### src/rtl/multicycle_control_fsm.sv
// Main control FSM for a multicycle RV32-subset datapath: decodes the opcode,
// sequences the datapath muxes/enables and counts retired instructions.
module multicycle_control_fsm #(
    parameter int CNT_W = 32
) (
    input  logic             clk,
    input  logic             rst,
    input  logic [6:0]       op,
    input  logic             zero,
    input  logic             mem_ready,
    output logic             mem_req,
    output logic             mem_write,
    output logic             adr_src,
    output logic             ir_write,
    output logic             pc_write,
    output logic             reg_write,
    output logic             reg_src,
    output logic [1:0]       result_src,
    output logic [1:0]       alu_src_a,
    output logic [1:0]       alu_src_b,
    output logic [1:0]       alu_op,
    output logic [1:0]       imm_src,
    output logic [3:0]       state,
    output logic             illegal,
    output logic [CNT_W-1:0] instret
);

    typedef enum logic [3:0] {
        S_FETCH    = 4'd0,
        S_DECODE   = 4'd1,
        S_MEMADR   = 4'd2,
        S_MEMREAD  = 4'd3,
        S_MEMWB    = 4'd4,
        S_MEMWRITE = 4'd5,
        S_EXECR    = 4'd6,
        S_EXECI    = 4'd7,
        S_ALUWB    = 4'd8,
        S_BEQ      = 4'd9,
        S_JAL      = 4'd10,
        S_LUI      = 4'd11,
        S_HALT     = 4'd12
    } state_t;

    localparam logic [6:0] OP_LW   = 7'b0000011;
    localparam logic [6:0] OP_SW   = 7'b0100011;
    localparam logic [6:0] OP_R    = 7'b0110011;
    localparam logic [6:0] OP_I    = 7'b0010011;
    localparam logic [6:0] OP_BEQ  = 7'b1100011;
    localparam logic [6:0] OP_JAL  = 7'b1101111;
    localparam logic [6:0] OP_LUI  = 7'b0110111;

    state_t cur, nxt;
    logic   retire;

    always_ff @(posedge clk) begin
        if (rst) begin
            cur     <= S_FETCH;
            illegal <= 1'b0;
            instret <= '0;
        end else begin
            cur <= nxt;
            if (cur == S_DECODE && nxt == S_HALT)
                illegal <= 1'b1;
            if (retire)
                instret <= instret + CNT_W'(1);
        end
    end

    assign state = cur;

    // Outputs are Moore on cur except the mem_ready/zero qualified writes.
    always_comb begin
        nxt        = S_FETCH;
        retire     = 1'b0;
        mem_req    = 1'b0;
        mem_write  = 1'b0;
        adr_src    = 1'b0;
        ir_write   = 1'b0;
        pc_write   = 1'b0;
        reg_write  = 1'b0;
        reg_src    = 1'b0;
        result_src = 2'b00;
        alu_src_a  = 2'b00;
        alu_src_b  = 2'b00;
        alu_op     = 2'b00;
        imm_src    = 2'b00;
        case (cur)
            S_FETCH: begin
                mem_req    = 1'b1;
                alu_src_b  = 2'b10;
                result_src = 2'b10;
                ir_write   = mem_ready;
                pc_write   = mem_ready;
                nxt        = mem_ready ? S_DECODE : S_FETCH;
            end
            S_DECODE: begin
                alu_src_a = 2'b01;
                alu_src_b = 2'b01;
                imm_src   = (op == OP_JAL) ? 2'b11 : 2'b10;
                case (op)
                    OP_LW, OP_SW: nxt = S_MEMADR;
                    OP_R:         nxt = S_EXECR;
                    OP_I:         nxt = S_EXECI;
                    OP_BEQ:       nxt = S_BEQ;
                    OP_JAL:       nxt = S_JAL;
                    OP_LUI:       nxt = S_LUI;
                    default:      nxt = S_HALT;
                endcase
            end
            S_MEMADR: begin
                alu_src_a = 2'b10;
                alu_src_b = 2'b01;
                imm_src   = op[5] ? 2'b01 : 2'b00;
                nxt       = op[5] ? S_MEMWRITE : S_MEMREAD;
            end
            S_MEMREAD: begin
                mem_req = 1'b1;
                adr_src = 1'b1;
                nxt     = mem_ready ? S_MEMWB : S_MEMREAD;
            end
            S_MEMWB: begin
                result_src = 2'b01;
                reg_write  = 1'b1;
                retire     = 1'b1;
            end
            S_MEMWRITE: begin
                mem_req   = 1'b1;
                mem_write = 1'b1;
                adr_src   = 1'b1;
                retire    = mem_ready;
                nxt       = mem_ready ? S_FETCH : S_MEMWRITE;
            end
            S_EXECR: begin
                alu_src_a = 2'b10;
                alu_op    = 2'b10;
                nxt       = S_ALUWB;
            end
            S_EXECI: begin
                alu_src_a = 2'b10;
                alu_src_b = 2'b01;
                alu_op    = 2'b10;
                nxt       = S_ALUWB;
            end
            S_ALUWB: begin
                reg_write = 1'b1;
                retire    = 1'b1;
            end
            S_BEQ: begin
                alu_src_a = 2'b10;
                alu_op    = 2'b01;
                pc_write  = zero;
                retire    = 1'b1;
            end
            S_JAL: begin
                // JAL writes rd = PC+4 through ALUWB, so it does not retire here.
                alu_src_a = 2'b01;
                alu_src_b = 2'b10;
                pc_write  = 1'b1;
                nxt       = S_ALUWB;
            end
            S_LUI: begin
                reg_write = 1'b1;
                reg_src   = 1'b1;
                imm_src   = 2'b11;
                retire    = 1'b1;
            end
            S_HALT: nxt = S_HALT;
            default: nxt = S_FETCH;
        endcase
    end

endmodule

### config.mk
export PLATFORM = sky130hd
export DESIGN_NAME = multicycle_control_fsm
export DESIGN_NICKNAME = d
export VERILOG_FILES = /design/src/rtl/multicycle_control_fsm.sv
export SDC_FILE = /design/constraint.sdc
export NUM_CORES = 1
export LEC_CHECK = 0
export ABC_CLOCK_PERIOD_IN_PS = 5800
export BUFFER_PORTS_ARGS = -buffer_cell sky130_fd_sc_hd__buf_4
export CORE_ASPECT_RATIO = 0.9
export CORE_MARGIN = 3
export CORE_UTILIZATION = 45
export CTS_CLUSTER_SIZE = 16
export DETAILED_ROUTE_END_ITERATION = 10
export PLACE_DENSITY = 0.71
export REMOVE_ABC_BUFFERS = 1
export SLEW_MARGIN = 20
export SYNTH_ARGS = -nofsm -noshare
export SYNTH_HDL_FRONTEND = slang
export SYNTH_SLANG_ARGS = --single-unit
### constraint.sdc
create_clock -name clk -period 5.8 [get_ports clk]
set_input_delay 0.58 -clock clk [delete_from_list [all_inputs] [get_ports clk]]
set_output_delay 0.58 -clock clk [all_outputs]
set_load 0.02 [all_outputs]
# After elaboration in Yosys (flattened, before gate mapping)
# Cells that the tools add are included.
op_classes:
  mux: 21
  addsub: 1
  reduce_logical: 13
  eq_ne: 20
op_table:
  columns: ["operator", "count"]
  rows:
  - ["32-bit by 1-bit adder with 32-bit output, second input constant", 1]
  - ["4-bit case mux with 7 select lines", 1]
  - ["4-bit == test, second input constant", 6]
  - ["4-bit case mux with 6 select lines", 1]
  - ["7-bit by 6-bit == test with 1-bit output, second input constant", 3]
  - ["4-bit by 3-bit == test with 1-bit output, second input constant", 4]
  - ["2-bit case mux with 2 select lines", 4]
  - ["7-bit == test, second input constant", 2]
  - ["3-bit OR reduction", 4]
  - ["2-bit OR reduction", 5]
  - ["1-bit two-way mux", 9]
  - ["3-bit two-way mux", 3]
  - ["4-bit by 2-bit == test with 1-bit output, second input constant", 2]
  - ["4-bit OR reduction", 2]
  - ["7-bit by 2-bit == test with 1-bit output, second input constant", 1]
  - ["7-bit by 5-bit == test with 1-bit output, second input constant", 1]
  - ["2-bit case mux with 3 select lines", 1]
  - ["4-bit by 1-bit == test with 1-bit output, second input constant", 1]
  - ["4-bit zero test", 1]
  - ["1-bit case mux with 3 select lines", 1]
  - ["1-bit case mux with 2 select lines", 1]
  - ["1-bit logical AND", 1]
totals:
  inputBits: 11
  register_bits: 37

# Depth between registers and ports, before layout
# Gate-level depths: netlist of the first run.
depth:
  word_depth: 6
  mapped_depth: 8
  depth_no_buf: 6

# Worst setup path after synthesis of the first run
# No wires, ideal clock.
synth_path:
  kind: "reg2out"
  start: "register cur[0], in the netlist state[0]"
  end: "output ir_write"
  arrival_ps: 1895
  n_path_buf: 2
  setup_slack_ps: 3325
  required_ps: 5220
  stages_incl_launch_ff: 5
  cell_sequence: "dfxtp_1 -> buf_2 -> clkbuf_1 -> nor4_1 -> and2_1"
synth_via:
  elab_chain_cells: 2
synth_rtl:
  columns: ["element", "line_no", "rtl"]
  rows:
  - ["start, declared", "52", "state_t cur, nxt;"]
  - ["start signal, assigned", "61", "cur <= nxt;"]
  - ["4-bit zero test", "87", "case (cur)"]
  - ["1-bit two-way mux", "87", null]
  - ["end, declared", "14", "output logic ir_write,"]
# Every way passes these cells.

# Worst setup path after layout of the first run
layout_path:
  start: "register cur[3], in the netlist state[3]"
  end: "register instret[31]"
layout_via:
  elab_chain_cells: 3
  elab_cells_between_ends: 7
layout_rtl:
  columns: ["element", "line_no", "rtl"]
  rows:
  - ["4-bit == test / 4-bit by 3-bit == test with 1-bit output (equally long branches)", "87", null]
  - ["4-bit OR reduction (no line)", null, null]
  - ["1-bit case mux with 2 select lines *", "87", null]
  - ["end signal, assigned", "65", "instret <= instret + CNT_W'(1);"]
  - ["end, declared", "25", "output logic [CNT_W-1:0] instret"]
# Mark *: on every way between the ends. The rest lies on a longest branch, timed or not.
# A chain may end at the register's enable or synchronous reset.

==> qor.yml, run 1 <==
outcome:
  status: "finished clean"
floorplan:
  core_region_area_mm2: 0.00489
  core.rowCount: 24
  floorplan.io_pins: 65
  die_extent_in_x_um: 81.4
  die_footprint_mm2: 0.00601
  floorplan.initialDensity_pct: 47.0
  die_height_um: 73.9
worst_setup_path:
  crit_fanout: 22
  ff2ff_path_depth: 5
  critical_path_class: "reg2reg"
  timing.reg2reg.setup_slack_ns: 3.02
  startpoint_of_the_worst_register_to_register_path: "state[3]"
  critical_path_arrival_ns: 2.97
  critPathCapture: "instret[31]"
  crit-reg2reg-capture: "instret[31]"
  worstSetupStartpoint: "state[3]"
  crit_path_start_kind: "register"
  critPathMaxStageDelay_ns: 0.77
  crit_required_ns: 5.99
  crit_path_cell_trace: "and2b_1, o211ai_2, a2111oi_2, nor3b_1, mux2_2"
  endpoint_kind: "register"
  crit_slowest_cell: "sky130_fd_sc_hd__dfxtp_1"
clocking:
  number_of_buffers_created_by_cts: 5
  clock_tree.buffer_depth: 2
  clock-root-buffer: "sky130_fd_sc_hd__clkbuf_8"
  worstSkewPairLatency_ns: 0.29
  clk_pin_slew_worst_paths_ns: 0.07
  ctsResizeCount: 0
  ctsHtreeMaxLevel: 2
  cts.sink_count: 37
  clock_tree_from_tritoncts: "yes"
  post_cts_hold_buffer_count: 0
  setup_buffers_after_cts: 0
route:
  drt-wirelength-per-cell_um: 13.6
  drc: 0
  routed_wirelength_um: 5570
  drt_pre_antenna_iters: 5
  initialDrtViolationCount: 215
  via_count: 2270
  ant_nets: 0
  per_cell_via_count_in_the_routed_design: 5.56
layout:
  final_core_utilization_pct: 58.7
  fin_nets: 355
  area_growth_syn_to_layout_pct: 24.8
  post_route_cells_drive_above_1_share_pct: 25.9
  antenna_cells: 0
synthesis:
  synth-seq-cells: 37
  proportion_of_synthesized_chip_area_in_sequential_cells_pct: 32.2
  syn_area_mm2: 0.00230
  syn-instance-count: 289
  yosysUniqueCellTypes: 58
  synth_top_cell_by_area: "sky130_fd_sc_hd__dfxtp_1"
  netlist.area_leader.share_pct: 32.2
  async_flop_share_pct: 0
  synth.avg_cell_area_um2: 7.97
  post_synth_main_area_contributors: "sky130_fd_sc_hd__dfxtp_1 (32%), sky130_fd_sc_hd__xnor2_1 (6.8%), sky130_fd_sc_hd__nor2_1 (6.4%), sky130_fd_sc_hd__a21oi_1 (5.9%), sky130_fd_sc_hd__nand2_1 (3.6%)"
  ys.flop_type: "sky130_fd_sc_hd__dfxtp_1"
  yosysWarnings: 0
  synth-edff-count: 0
sta:
  max_freq_mhz: 360
  slew_violations: 0
  finClkSkew_ns: 0.00526
  max_slew.worst_pin.slew_ns: 0.833
  setup_ws_post_layout_ns: 3.02
  final.period_utilization_pct: 47.9
  hold_viol_final: 0
  report.final.setup_viol: 0
  setup_total_negative_slack_ns: 0
  timing.slew.headroom_pct: 44.4
  min_period_ns: 2.78
  setup_repair_after_global_routing_missed_its_margin: "false"
power:
  total_power_uw: 549
  cellLeakagePower_nw: 1.11
  vdd_ir_drop_max_mv: 0.133
  power_density_mw_per_mm2: 191
global_routing:
  globalRoute.totalOverflow: 0
  global_route_wire_length_before_repair_um: 8890
  grt_antenna_before_repair: 0
  grt_max_degree: 41
  globalRouteTotalUtil_pct: 18.8
  first_global_vias: 1870
place:
  detailedPlace.worstSlack_ns: 3.03
  gp_congestion: 0.766
  port_buffers: 64
  dp_hpwl_um: 3990
hold_path:
  hp-class: "reg2reg"
run:
  max_cap_viol_count: 0
==> Yosys cell counts (2+ instances only) <==
cell	n
sky130_fd_sc_hd__nor2_1	39
sky130_fd_sc_hd__dfxtp_1	37
sky130_fd_sc_hd__a21oi_1	27
sky130_fd_sc_hd__nand2_1	22
sky130_fd_sc_hd__xnor2_1	18
sky130_fd_sc_hd__nand3_1	10
sky130_fd_sc_hd__clkbuf_1	8
sky130_fd_sc_hd__nand2b_1	8
sky130_fd_sc_hd__o21ai_0	8
sky130_fd_sc_hd__inv_1	7
sky130_fd_sc_hd__nand4_1	6
sky130_fd_sc_hd__buf_1	5
sky130_fd_sc_hd__nor2b_1	5
sky130_fd_sc_hd__nor3_1	5
sky130_fd_sc_hd__a2111oi_0	4
sky130_fd_sc_hd__and2_1	4
sky130_fd_sc_hd__and3_1	4
sky130_fd_sc_hd__nand3b_1	4
sky130_fd_sc_hd__o31ai_1	4
sky130_fd_sc_hd__or3_1	4
sky130_fd_sc_hd__or4_1	4
sky130_fd_sc_hd__a2111oi_2	3
sky130_fd_sc_hd__a211oi_1	3
sky130_fd_sc_hd__and4_1	3
sky130_fd_sc_hd__mux2_2	3
sky130_fd_sc_hd__nor3b_1	3
sky130_fd_sc_hd__a21o_1	2
sky130_fd_sc_hd__a31o_2	2
sky130_fd_sc_hd__buf_2	2
sky130_fd_sc_hd__mux2i_1	2
sky130_fd_sc_hd__nand4_2	2
sky130_fd_sc_hd__nand4_4	2
sky130_fd_sc_hd__nor4b_1	2
sky130_fd_sc_hd__o22ai_1	2
sky130_fd_sc_hd__or2_2	2
==> cell usage in the layout, fill, tap and decap left out, drive strengths merged, types with 5 or more instances in the layout <==
master,netlist,layout
a2111oi,7,7
a21oi,27,27
buf,9,64
clkbuf,8,7
dfxtp,37,37
inv,8,8
nand2,22,22
nand2b,8,8
nand3,10,10
nand4,10,10
nor2,39,39
nor2b,5,5
nor3,5,5
o21ai,8,8
xnor2,18,18
==> metal layers <==
layer  GRT usage, %  up-vias  wire (µm)
met3           4.53        7        414
met1           27.0     1031       2690
li1               -     1161          -
met4           6.19        0         76
met5              0        -          0
met2           27.3       71       2390
==> through the flow <==
| stage | cell area [µm²] | std cells | hold WS (ns) |
|---|---|---|---|
| after floorplan | 2220 | 272 | 0.552 |
| after global placement | 2790 | 401 | 0.459 |
| after detailed placement | 2790 | 401 | 0.479 |
| after CTS | 2870 | 408 | 0.491 |
| after global routing | 2870 | 408 | 0.511 |
| final | 2870 | 408 | 0.489 |
==> flip-flops by register name, summed over array words and instances (netlist names) <==
signal   flops
instret     32
state        4
illegal      1
==> how the worst min path moves through the flow <==
stage	start	to	cells past startpoint	slack, ns
6_report	illegal	illegal	1	0.49
5_1_grt	illegal	illegal	1	0.51
4_1_cts	illegal	illegal	1	0.49
3_5_place_dp	illegal	illegal	1	0.48
3_3_place_gp	illegal	illegal	1	0.46
2_1_floorplan	instret[29]	instret[29]	2	0.55
==> worst max-delay path: cells and delay by family, from the launching register on <==
kind	cells	cell delay, ns
DFF	1	0.77
AOI/OAI and AO/OA	2	0.97
and+or+nand+nor	2	0.58
muxes	1	0.35
==> logic make-up (layout without fill, tap and decap cells) <==
kind of cell / count (synthesis) / after routing / share of synthesized area (%)
AND/OR/NAND/NOR: 135 / 135 / 32.9
AO/OA/AOI/OAI: 67 / 67 / 20.1
flip-flops: 37 / 37 / 32.2
buffers and inverters: 25 / 79 / 4.67
XOR/XNOR: 19 / 19 / 7.23
multiplexers: 5 / 5 / 2.34
adder cells (fa/ha/maj): 1 / 1 / 0.543
==> power breakdown <==
| part | internal (mW) | switching, mW | leakage, nW | total [mW] |
|---|---|---|---|---|
| Clock | 0.0942 | 0.0872 | 0.0443 | 0.181 |
| Sequential | 0.258 | 0.0134 | 0.299 | 0.272 |
| Combinational | 0.0428 | 0.0531 | 0.766 | 0.0959 |
| Total | 0.395 | 0.154 | 1.11 | 0.549 |
==> final cells by class <==
class,count,area (µm²)
Clock buffer,7,86.3
Fill cell,452,2020
Inverter,8,30.0
Multi-Input combinational cell,227,1450
Sequential cell,37,741
Tap cell,65,81.3
Timing Repair Buffer,64,480
No activity file was read; power rests on OpenSTA's default activity.
==> run 2, diff against run 1 <==
--- a/config.mk
+++ b/config.mk
@@ -5,7 +5,7 @@
 export SDC_FILE = /design/constraint.sdc
 export NUM_CORES = 1
 export LEC_CHECK = 0
-export ABC_CLOCK_PERIOD_IN_PS = 5800
+export ABC_CLOCK_PERIOD_IN_PS = 2700
 export BUFFER_PORTS_ARGS = -buffer_cell sky130_fd_sc_hd__buf_4
 export CORE_ASPECT_RATIO = 0.9
 export CORE_MARGIN = 3
==> constraint.sdc (replaced) <==
create_clock -name clk -period 2.7 [get_ports clk]
set_input_delay 0.27 -clock clk [delete_from_list [all_inputs] [get_ports clk]]
set_output_delay 0.27 -clock clk [all_outputs]
set_load 0.02 [all_outputs]
==> run 2 against run 1 <==
  * Clock power rose by 110%
  * Clock skew barely moved
  * Count of clock-buffer cells in the layout fell by 1
  * Via count fell by 1.1%
  * Global-route usage rose by 0.80 points
  * Critical path depth did not move
  * Combinational power rose by 140%
  * Flip-flop and latch count did not move
  * Non-clock buffer count rose by 6
  * Worst setup slack got worse by 2.4 ns
  * Routed wire length rose by 3.3%
  * Register-to-register slack got worse by 2.4 ns
==> qor.yml, run 2 (synthesis gave the netlist of run 1 again) <==
layout:
  layout_commonest_cell: "sky130_fd_sc_hd__buf_4"
  area_growth_syn_to_layout_pct: 26.9
  layout.cell_area.non_filler_mm2: 0.00292  # +1.7%
  final_cell_mix: "sky130_fd_sc_hd__buf_4 (70), sky130_fd_sc_hd__nor2_1 (39), sky130_fd_sc_hd__dfxtp_1 (37)"
  largest_register_ff_count: 32  # unchanged
  antenna_cells: 0  # unchanged
  post_route_cells_drive_above_1_share_pct: 27.5  # +1.6 points
  fin_nets: 361  # +1.7%
  final_core_utilization_pct: 59.7  # +1.0 points
  top_register: "instret"
  final_cells: 414  # +1.5%
clocking:
  worstSkewPairLatency_ns: 0.28  # about the same
  clock-root-buffer: "sky130_fd_sc_hd__clkbuf_8"
  number_of_buffers_created_by_cts: 5  # unchanged
  ctsHtreeMaxLevel: 2  # unchanged
  clock_tree.buffer_depth: 2  # unchanged
  clock_tree_from_tritoncts: "yes"
  post_cts_hold_buffer_count: 0  # unchanged
  setup_buffers_after_cts: 0  # unchanged
  ctsResizeCount: 0  # unchanged
  cts.sink_count: 37  # unchanged
  clk_pin_slew_worst_paths_ns: 0.07  # about the same
sta:
  setup_ws_post_layout_ns: 0.590  # -2.43 ns
  final.period_utilization_pct: 78.1  # +30 points
  min_period_ns: 2.11  # -0.670 ns
  hold_viol_final: 0  # unchanged
  slew_violations: 0  # unchanged
  hold_slack_ns: 0.361  # -0.129 ns
  report.final.setup_viol: 0  # unchanged
  setup_total_negative_slack_ns: 0  # unchanged
  max_freq_mhz: 474  # +32%
  max_slew.worst_pin.slew_ns: 0.658  # -0.175 ns
  finClkSkew_ns: 0.00566  # +0.000400 ns
  setup_repair_after_global_routing_missed_its_margin: "false"
  timing.slew.headroom_pct: 55.0  # +11 points
place:
  dp_cells: 407  # +1.5%
  port_buffers: 64  # unchanged
  dp_hpwl_um: 4170  # +4.5%
  placed_area_mm2: 0.00283  # +1.6%
  gp_congestion: 0.803  # +4.9%
  detailedPlace.worstSlack_ns: 0.601  # -2.42 ns
worst_setup_path:
  endpoint_kind: "register"
  crit_path_cell_trace: "and4_4, nand4_4, a2111oi_2, nor3b_1, mux2_2"
  critPathMaxStageDelay_ns: 0.49  # -0.28 ns
  critical_path_class: "reg2reg"
  crit_required_ns: 2.87  # -3.12 ns
  critical_path_arrival_ns: 2.28  # -0.69 ns
  crit_family: "simple AND/OR/NAND/NOR gates"
  crit_fanout: 6  # -73%
  crit_slowest_cell: "sky130_fd_sc_hd__a2111oi_2"
  buffers_and_inverters_on_the_worst_path: 0  # unchanged
  crit_path_start_kind: "register"
power:
  combinationalPowerShare_pct: 19.7  # +2.2 points
  vdd_ir_drop_max_mv: 0.285  # +110%
  power_density_mw_per_mm2: 405  # +110%
  total_power_mw: 1.18  # +120%
  power.internal_uw: 853  # +120%
  net-switching-power_uw: 331  # +120%
  cellLeakagePower_nw: 1.14  # +2.6%
  share_clk_of_total_power_pct: 32.8  # -0.3 points
  share_of_total_power_consumed_by_net_switching_pct: 28.0  # -0.038 points
  pwr-share-seq_pct: 47.5  # -2.0 points
global_routing:
  first_global_vias: 2007  # +7.3%
  grt_antenna_before_repair: 0  # unchanged
  globalRoute.totalOverflow: 0  # unchanged
  global_route_wire_length_before_repair_um: 9520  # +7.1%
  globalRouteTotalUtil_pct: 19.6  # +0.80 points
  grt_max_degree: 41  # unchanged
route:
  ant_nets: 0  # unchanged
  routed_wirelength_um: 5750  # +3.3%
  drt_pre_antenna_iters: 4  # -1
  drc: 0  # unchanged
  drt-wirelength-per-cell_um: 13.9  # +1.8%
  per_cell_via_count_in_the_routed_design: 5.42  # -2.5%
  initialDrtViolationCount: 214  # -0.47%
  via_count: 2245  # -1.1%
floorplan:
  die_height_um: 73.9  # unchanged
  die_footprint_mm2: 0.00601  # unchanged
  core_region_area_mm2: 0.00489  # unchanged
  die_extent_in_x_um: 81.4  # unchanged
  core.rowCount: 24  # unchanged
  floorplan.io_pins: 65  # unchanged
  floorplan.initialDensity_pct: 47.0  # unchanged
outcome:
  status: "finished clean"
hold_path:
  hp-class: "in2reg"
run:
  max_cap_viol_count: 0  # unchanged
run 2: cell count changes in the layout (fill, tap and decap cells not counted), sizes merged:
| cell | delta |
|---|---|
| buf | +6 |
| clkbuf | -1 |
| clkinvlp | +1 |
run 2: layout make-up:
cell class / instances / area, µm²
Fill cell: 464 / 1970
Timing Repair Buffer: 70 / 526
Tap cell: 65 / 81.3
Clock inverter: 1 / 7.51
Multi-Input combinational cell: 227 / 1450
Sequential cell: 37 / 741
Inverter: 8 / 30.0
Clock buffer: 6 / 82.6
run 2: per-layer routing:
metal / global-route usage, % / up-vias / wire length [µm]
li1: - / 1166 / -
met1: 28.1 / 1024 / 2790
met2: 30.7 / 53 / 2620
met3: 3.92 / 2 / 324
met4: 3.19 / 0 / 12
met5: 0 / - / 0
run 2: worst paths after layout:
check | from | endpoint | slack (ns) | depth (start not counted)
setup reg to reg | instret[3] | instret[31] | 0.59 | 5
setup / recovery | instret[3] | instret[31] | 0.59 | 5
hold / removal | op[5] | state[1] | 0.36 | 3
hold reg to reg | illegal | illegal | 0.49 | 1
run 2: worst reg2reg max path, stage by stage, from the launching register on:
cell                        delay (ns)
sky130_fd_sc_hd__dfxtp_1          0.44
sky130_fd_sc_hd__and4_4           0.31
sky130_fd_sc_hd__nand4_4          0.16
sky130_fd_sc_hd__a2111oi_2        0.49
sky130_fd_sc_hd__nor3b_1          0.25
sky130_fd_sc_hd__mux2_2           0.35
run 2: power by group through the flow:
| stage | Clock [mW] | Sequential [mW] | Combinational, mW |
|---|---|---|---|
| 3_5_place_dp | 0 | 0.575 | 0.235 |
| 5_1_grt | 0.432 | 0.565 | 0.255 |
| 3_3_place_gp | 0 | 0.574 | 0.232 |
| 6_report | 0.388 | 0.563 | 0.234 |
| 2_1_floorplan | 0 | 0.601 | 0.108 |
| 4_1_cts | 0.404 | 0.563 | 0.235 |
